--- src/rtl/fetch_pkg.sv ---
// Shared types and constants for the instruction fetch stage.
package fetch_pkg;

    localparam int PC_W   = 64;
    localparam int INST_W = 32;

    // addi x0,x0,0 fills IF/ID whenever it holds no real instruction
    localparam logic [INST_W-1:0] NOP_INSN          = 32'h0000_0013;
    // beq x0,x0,0 is the default end-of-program marker
    localparam logic [INST_W-1:0] DEFAULT_HALT_INSN = 32'h0000_0063;

    typedef enum logic [1:0] {
        ST_START  = 2'd0,
        ST_FETCH  = 2'd1,
        ST_HALTED = 2'd2
    } fetch_state_e;

endpackage

--- src/rtl/pc_register.sv ---
// Program counter register: reset to a fixed value, load a redirect target,
// advance by one instruction word, or hold.
module pc_register
    import fetch_pkg::*;
#(
    parameter logic [PC_W-1:0] RESET_VAL = '0
) (
    input  logic            clk,
    input  logic            reset,
    input  logic            load,
    input  logic            inc,
    input  logic [PC_W-1:0] load_val,
    output logic [PC_W-1:0] pc
);

    logic [PC_W-1:0] pc_q;
    logic [PC_W-1:0] pc_d;

    // next pc: load beats increment; otherwise hold
    always_comb begin
        pc_d = pc_q;
        if (load) begin
            pc_d = load_val;
        end else if (inc) begin
            pc_d = pc_q + 64'd4;
        end
    end

    // pc state, synchronous reset
    always_ff @(posedge clk) begin
        if (reset) begin
            pc_q <= RESET_VAL;
        end else begin
            pc_q <= pc_d;
        end
    end

    assign pc = pc_q;

endmodule

--- src/rtl/instruction_fetch_stage.sv ---
// IF stage: owns the pc, addresses instruction memory and fills the IF/ID register.
// Optional feature macro: FETCH_ALIGN_CHECK_EN (misaligned redirects fault and halt fetch;
// when undefined the redirect target is word-aligned and fetch_fault is tied low).
module instruction_fetch_stage
    import fetch_pkg::*;
#(
    parameter logic [PC_W-1:0]   RESET_PC  = 64'h0,
    parameter int                MEM_BYTES = 132,
    parameter logic [INST_W-1:0] HALT_INSN = DEFAULT_HALT_INSN
) (
    input  logic              clk,
    input  logic              reset,
    input  logic              stall,
    input  logic              branch_taken,
    input  logic [PC_W-1:0]   branch_target,
    output logic [PC_W-1:0]   Inst_Address,
    input  logic [INST_W-1:0] Instruction,
    output logic [PC_W-1:0]   if_id_pc,
    output logic [INST_W-1:0] if_id_instr,
    output logic              if_id_valid,
    output logic              halted,
    output logic              fetch_fault
);

    // highest byte address at which a whole word can still be fetched
    localparam logic [PC_W-1:0] LAST_PC = PC_W'(MEM_BYTES - 4);

    fetch_state_e      state_q, state_d;
    logic [PC_W-1:0]   if_id_pc_q, if_id_pc_d;
    logic [INST_W-1:0] if_id_instr_q, if_id_instr_d;
    logic              if_id_valid_q, if_id_valid_d;
    logic              fault_q, fault_d;

    logic [PC_W-1:0]   pc;
    logic              pc_load;
    logic              pc_inc;
    logic [PC_W-1:0]   pc_load_val;
    logic              target_misaligned;

`ifdef FETCH_ALIGN_CHECK_EN
    assign target_misaligned = (branch_target[1:0] != 2'b00);
`else
    assign target_misaligned = 1'b0;
`endif

    // redirect targets are always word aligned when they reach the pc
    assign pc_load_val = branch_target & ~64'h3;

    pc_register #(
        .RESET_VAL (RESET_PC)
    ) u_pc (
        .clk      (clk),
        .reset    (reset),
        .load     (pc_load),
        .inc      (pc_inc),
        .load_val (pc_load_val),
        .pc       (pc)
    );

    // next-state, IF/ID update and pc control; redirect > stall > end-of-memory > capture
    always_comb begin
        state_d       = state_q;
        if_id_pc_d    = if_id_pc_q;
        if_id_instr_d = if_id_instr_q;
        if_id_valid_d = if_id_valid_q;
        fault_d       = fault_q;
        pc_load       = 1'b0;
        pc_inc        = 1'b0;

        unique case (state_q)
            ST_START: begin
                // one bubble cycle after reset before the first capture
                state_d       = ST_FETCH;
                if_id_pc_d    = '0;
                if_id_instr_d = NOP_INSN;
                if_id_valid_d = 1'b0;
            end
            ST_FETCH: begin
                if (branch_taken) begin
                    // wrong-path flush; a bad target keeps the old pc and stops fetch
                    if_id_pc_d    = '0;
                    if_id_instr_d = NOP_INSN;
                    if_id_valid_d = 1'b0;
                    if (target_misaligned) begin
                        fault_d = 1'b1;
                        state_d = ST_HALTED;
                    end else begin
                        pc_load = 1'b1;
                    end
                end else if (stall) begin
                    // hold pc and IF/ID
                end else if (pc > LAST_PC) begin
                    if_id_pc_d    = '0;
                    if_id_instr_d = NOP_INSN;
                    if_id_valid_d = 1'b0;
                    state_d       = ST_HALTED;
                end else begin
                    if_id_pc_d    = pc;
                    if_id_instr_d = Instruction;
                    if_id_valid_d = 1'b1;
                    pc_inc        = 1'b1;
                    if (Instruction == HALT_INSN) begin
                        state_d = ST_HALTED;
                    end
                end
            end
            default: begin
                // halted: pc frozen, IF/ID drained to a bubble every cycle
                if_id_pc_d    = '0;
                if_id_instr_d = NOP_INSN;
                if_id_valid_d = 1'b0;
            end
        endcase
    end

    // state and IF/ID registers, synchronous reset
    always_ff @(posedge clk) begin
        if (reset) begin
            state_q       <= ST_START;
            if_id_pc_q    <= '0;
            if_id_instr_q <= NOP_INSN;
            if_id_valid_q <= 1'b0;
        end else begin
            state_q       <= state_d;
            if_id_pc_q    <= if_id_pc_d;
            if_id_instr_q <= if_id_instr_d;
            if_id_valid_q <= if_id_valid_d;
        end
    end

`ifdef FETCH_ALIGN_CHECK_EN
    // sticky misaligned-redirect flag
    always_ff @(posedge clk) begin
        if (reset) begin
            fault_q <= 1'b0;
        end else begin
            fault_q <= fault_d;
        end
    end
    assign fetch_fault = fault_q;
`else
    assign fault_q     = 1'b0;
    assign fetch_fault = 1'b0;
`endif

    assign Inst_Address = pc;
    assign if_id_pc     = if_id_pc_q;
    assign if_id_instr  = if_id_instr_q;
    assign if_id_valid  = if_id_valid_q;
    assign halted       = (state_q == ST_HALTED);

endmodule
--- config.mk ---
export PLATFORM = sky130hd
export DESIGN_NAME = instruction_fetch_stage
export DESIGN_NICKNAME = d
export VERILOG_FILES = /design/src/rtl/fetch_pkg.sv /design/src/rtl/pc_register.sv /design/src/rtl/instruction_fetch_stage.sv
export SDC_FILE = /design/constraint.sdc
export NUM_CORES = 1
export LEC_CHECK = 0
export BUFFER_PORTS_ARGS = -buffer_cell sky130_fd_sc_hd__buf_2
export CAP_MARGIN = 0
export CORE_MARGIN = 8
export CORE_UTILIZATION = 49
export DETAILED_ROUTE_END_ITERATION = 6
export PLACE_DENSITY = 0.8
export SYNTH_ARGS = -nofsm -noshare
export SYNTH_HDL_FRONTEND = slang
export SYNTH_HIERARCHICAL = 1
export SYNTH_SLANG_ARGS = --single-unit
--- constraint.sdc ---
create_clock -name clk -period 4.65 [get_ports clk]
set_clock_uncertainty 0.1 [all_clocks]
set_input_delay 0.93 -clock clk [delete_from_list [all_inputs] [get_ports clk]]
set_output_delay 0.93 -clock clk [all_outputs]
set_load 0.03 [all_outputs]
=== Yosys cells after proc, flatten, opt, wreduce, memory -nomap -nowiden ===
Cells that the tools add are included.

* Output and inout bits: 163
* Bits in registers: 163
* Input bits: 100

* Bitwise operators: 1
* Muxes and demuxes: 15
* Reductions and logical operators: 6
* $add $sub $neg: 1
* Equal/unequal tests: 6
* Order comparisons: 1

{| class="wikitable"
|+ Operators by type and width
! cell !! number
|-
| $mux W64 || 3
|-
| $add A64 B3 Y64 const B || 1
|-
| $gt A64 B8 Y1 const B || 1
|-
| $eq A32 B7 Y1 const B || 1
|-
| $mux W32 || 1
|-
| $mux W2 || 4
|-
| $mux W1 || 6
|-
| $ne A2 B2 Y1 const B || 2
|-
| $pmux W2 S2 || 1
|-
| $reduce_and A4 Y1 || 1
|-
| $reduce_bool A2 Y1 || 2
|-
| $ne A3 B3 Y1 const B || 1
|-
| $reduce_or A3 Y1 || 1
|-
| $eq A2 B1 Y1 const B || 1
|-
| $eq A2 B2 Y1 const B || 1
|-
| $logic_not A2 Y1 || 1
|-
| $reduce_or A2 Y1 || 1
|-
| $not A1 Y1 || 1
|}

=== Logic depth before layout (Yosys ltp) ===
* Depth after elaboration: 7
* Depth in mapped cells: 11

=== Hierarchy ===
The synthesis kept the hierarchy.

{| class="wikitable"
|+ Modules (own cells, without submodules)
! module !! cells an instance !! area an instance (um^2) !! sequential area each (um^2) !! instances
|-
| pc_register || 472 || 3,709.8 || 1,281.2 || 1
|-
| instruction_fetch_stage || 267 || 3,134.3 || 1,981.9 || 1
|}

=== Worst setup path after synthesis ===
OpenSTA, ideal clock, no wires.

* Path type: register to register
* From: register u_pc.pc_q[4] (netlist: u_pc/pc[4])
* To: register u_pc.pc_q[52] (netlist: u_pc/pc[52])
* Stages on the path, launching flop included: 12
* Slack: 1.072 ns
* Library setup time: 0.091 ns
* Data required time: 4.459 ns
* Data arrival time: 3.387 ns
* Clock period less this slack: 3.578 ns
* Path through: dfxtp_1 > nor4_1 > nand2_1 > a2111o_1 > nor3_1 > buf_2 > nand2_2 > or3_1 > buf_2 > or4_4 > or4_1 > a311oi_1

* Longest elaborated chain between the ends: 6
* Elaborated cells on any way between the ends: 9
* Those cells by class: add/sub (1); order compare (1); mux (6); reduce/logical (1)

{| class="wikitable"
|+ RTL lines
! what !! RTL line !! RTL
|-
| from (decl) || pc_register.sv:16 || <nowiki>logic [PC_W-1:0] pc_q;</nowiki>
|-
| from (signal assigned) || pc_register.sv:34 || <nowiki>pc_q <= pc_d;</nowiki>
|-
| $gt A64 B8 Y1 || instruction_fetch_stage.sv:92 || <nowiki>end else if (pc > LAST_PC) begin</nowiki>
|-
| $mux W1 || instruction_fetch_stage.sv:92 ||
|-
| $mux W1 || instruction_fetch_stage.sv:90 || <nowiki>end else if (stall) begin</nowiki>
|-
| $mux W1 || instruction_fetch_stage.sv:79 || <nowiki>if (branch_taken) begin</nowiki>
|-
| $mux W1 || instruction_fetch_stage.sv:70 || <nowiki>unique case (state_q)</nowiki>
|-
| via pc_inc || instruction_fetch_stage.sv:36 || <nowiki>logic pc_inc;</nowiki>
|-
| $reduce_bool A2 Y1 (no line) || - ||
|}

The timed path passes the listed nets, and every way through them passes these cells. The select of a mux whose other input is x is not followed.
A chain may end at the register's enable or synchronous reset.

=== Final worst setup path ===
* From: register u_pc.pc_q[39] (netlist: u_pc/pc[39])
* To: register u_pc.pc_q[63] (netlist: u_pc/pc[63])

The elaborated chain is that of the path after synthesis.

==> reports/qor.yml <==
p_total_mw: 3.19
cts.path.max_buffers: 2
die_x_um: 134
synth_cells: 739
cp.required_ns: 4.88
seq_area_frac_synth_pct: 47.7
fillCellCount: 1190
r2r-end: "u_pc/pc[63]$_SDFFE_PP0N_"
grt_max_degree: 56
synthSimpleGateAreaFrac_pct: 28.0
cts_tree: "built"
utilization_pct: 64.3
num_io_pins: 263
grt-ovfl-total: 0
synth_ff_type: "dfxtp_1"
crit_path_end: "u_pc/pc[63]$_SDFFE_PP0N_"
maxSlewViolCount: 0
clkSinkCount: 163
hold_viol: 0
cts-buffers-inserted: 17
dieArea_um2: 18000
clk_latency_ns: 0.42
cp-end-kind: "flip-flop"
synth_top_family_by_area: "simple AND/OR/NAND/NOR gates"
worst_ir_drop_vdd_v: 0.000248
synth_cell_types: 54
fmax_mhz: 246
wl_um: 22000
syn_area_um2: 6840
post-place-ws_ns: 0.627
wl_per_cell_um: 18.6
p_comb_share_pct: 11.3
crit_start: "u_pc/pc[39]$_SDFFE_PP0N_"
core-area_um2: 13800
rsz0062_at_grt: "false"
first_global_vias: 6430
leakagePower_nw: 3.91
crit_type: "flip-flop to flip-flop"
dieHeight_um: 134
start_util_pct: 49.7
rr_startpoint: "u_pc/pc[39]$_SDFFE_PP0N_"
hold_buffers: 0
vias: 6766
grt_pass1_wl_um: 34700
start_kind: "flip-flop"
fin_crit_ns: 4.07
sw_frac_of_total_pct: 28.7
path_max_fanout: 8
synth_compound_area_share_pct: 14.6
nets: 1091
async_flop_share_pct: 0
rows: 43
clk_pin_slew_worst_paths_ns: 0.06
antenna_found_initial: 3
drive_gt1_share_pct: 31.7
dp_hpwl_um: 16400
drc: 0
dr.pass1.iters: 4
finalWeightedCongestion: 0.875
post_cts_buffers: 0
synth_xor_area_share_pct: 4.61
synth_edf_count: 0
setup_violations: 0
areaGrowthSynthToFinish_pct: 29.4
cts_resized: 0
p_clk_share_pct: 41.5
portBuffers: 259
h-tree-depth: 4
final_cell_mix: "buf_2, dfxtp_1, nor2_1, and2_1, nand4_1"
drtIter0Drc: 428
root_buffer: "clkbuf_16"
outcome: "completed"
cap_violations: 0
vias_per_cell: 5.71
relSlewSlack_pct: 40.1
pwr-share-seq_pct: 47.2
final_common_cell: "buf_2"
synth-seq-cells: 163
timing.final.ws_setup_ns: 0.577
synthMuxAreaShare_pct: 1.02
intPower_mw: 2.28
power_switching_uw: 915
p_per_area_nw_per_um2: 361
synth.avg_cell_area_um2: 9.26
ff2ff_setup_slack_ns: 0.58
yosys_warnings: 6
gr-usage-all-layers_pct: 24.0
tightest_slew_ns: 0.897
hold_class: "flip-flop to flip-flop"
ant_nets: 0
synth_fa_ha_area_share_pct: 0.183
fin_crit_sh_pct: 87.6
hold_ws_ns: 0.346
r2r_cells: 10
tns_ns: 0
arrival_ns: 4.30
-- per-layer routing --
layer	part of all wire, %	GRT usage [%]	wire (um)	vias up
met1	43	30.1	9380	3152
li1	-	-	-	3243
met5	0.064	0	14	-
met2	46	37.6	10100	333
met3	9.3	7.44	2050	36
met4	2.4	9.17	522	2
-- power by group through the flow --
stage | registers (mW) | clock network (mW) | logic, mW
after floorplan | 1.61 | 0 | 0.135
after global routing | 1.52 | 1.42 | 0.390
after global placement | 1.53 | 0 | 0.358
final | 1.51 | 1.32 | 0.362
after detailed placement | 1.54 | 0 | 0.361
after CTS | 1.51 | 1.35 | 0.363
-- worst min path at each step --
| stage | from | to | slack (ns) | depth (start not counted) |
|---|---|---|---|---|
| final | if_id_valid$_SDFFE_PP0N_ | if_id_valid$_SDFFE_PP0N_ | 0.35 | 1 |
| after floorplan | state_q[1]$_SDFFE_PP0P_ | state_q[1]$_SDFFE_PP0P_ | 0.34 | 2 |
| after global placement | if_id_valid$_SDFFE_PP0N_ | if_id_valid$_SDFFE_PP0N_ | 0.33 | 1 |
| after detailed placement | if_id_valid$_SDFFE_PP0N_ | if_id_valid$_SDFFE_PP0N_ | 0.33 | 1 |
| after CTS | if_id_valid$_SDFFE_PP0N_ | if_id_valid$_SDFFE_PP0N_ | 0.35 | 1 |
| after global routing | if_id_pc[34]$_SDFFE_PP0N_ | if_id_pc[34]$_SDFFE_PP0N_ | 0.37 | 1 |
-- synth_stat cells (3+ instances only) --
cell type  number  share of area, %
buf_6           4              0.66
and2_1         60               5.5
nand4_1        38               3.5
nor4_2          4              0.73
clkbuf_1       35               1.9
a311oi_1       18               2.3
mux2i_1         7               1.0
nor3_1         17               1.2
nand2_1        36               2.0
a21oi_1        16               1.2
inv_1          15              0.82
buf_2           3              0.22
a22o_1         37               4.7
a31oi_1         3              0.27
and3_1          5              0.46
o31ai_1        10               1.1
xor2_1         26               3.3
or3_1          11               1.0
xnor2_1        10               1.3
nand3_1        25               1.8
nor2_1         77               4.2
a211oi_1       25               2.7
and4_1         10               1.3
dfxtp_1       163                48
nor2b_1         6              0.55
nor4_1         26               2.4
or4_1          13               1.4
o21ai_0         9              0.66
-- registers in the layout, indices dropped and copies added (netlist names) --
register	flops
state_q	2
if_id_instr	32
u_pc/pc	64
if_id_pc	64
if_id_valid	1
-- critical path, stage by stage, from the launching register on --
cell and delay [ns]:
dfxtp_1 0.41, nor4_1 0.34, nand4_1 0.19, a2111o_1 0.42, nor3_1 0.30, buf_4 0.23, nand3_1 0.28, nor4_4 0.47
nand4_1 0.39, or4_1 0.59, a311oi_1 0.26
-- cells by family after synthesis --
logic type               Yosys count
AND/OR/NAND/NOR                  340
flip-flops                       163
AO/OA/AOI/OAI                    131
buffers and inverters             60
XOR/XNOR                          36
multiplexers                       7
adder cells (fa/ha/maj)            1
other                              1
-- stage by stage --
step / instances / cell area [um2]
2_1_floorplan: 741 / 6850
3_3_place_gp: 1151 / 8290
3_5_place_dp: 1151 / 8290
4_1_cts: 1183 / 8850
5_1_grt: 1185 / 8860
6_report: 1185 / 8860
-- area by class of cell --
| class | count | area [um2] | area share [%] |
|---|---|---|---|
| repair buffers | 275 | 1420 | 16.0 |
| inverters | 15 | 56.3 | 0.636 |
| clock buffers | 17 | 425 | 4.80 |
| diodes | 2 | 5.00 | 0.0565 |
| well taps | 180 | 225 | 2.54 |
| multi-input cells | 518 | 3330 | 37.6 |
| flip-flops and latches | 163 | 3260 | 36.8 |
| clock inverters | 15 | 138 | 1.55 |
No activity file was read; power rests on OpenSTA's default activity.
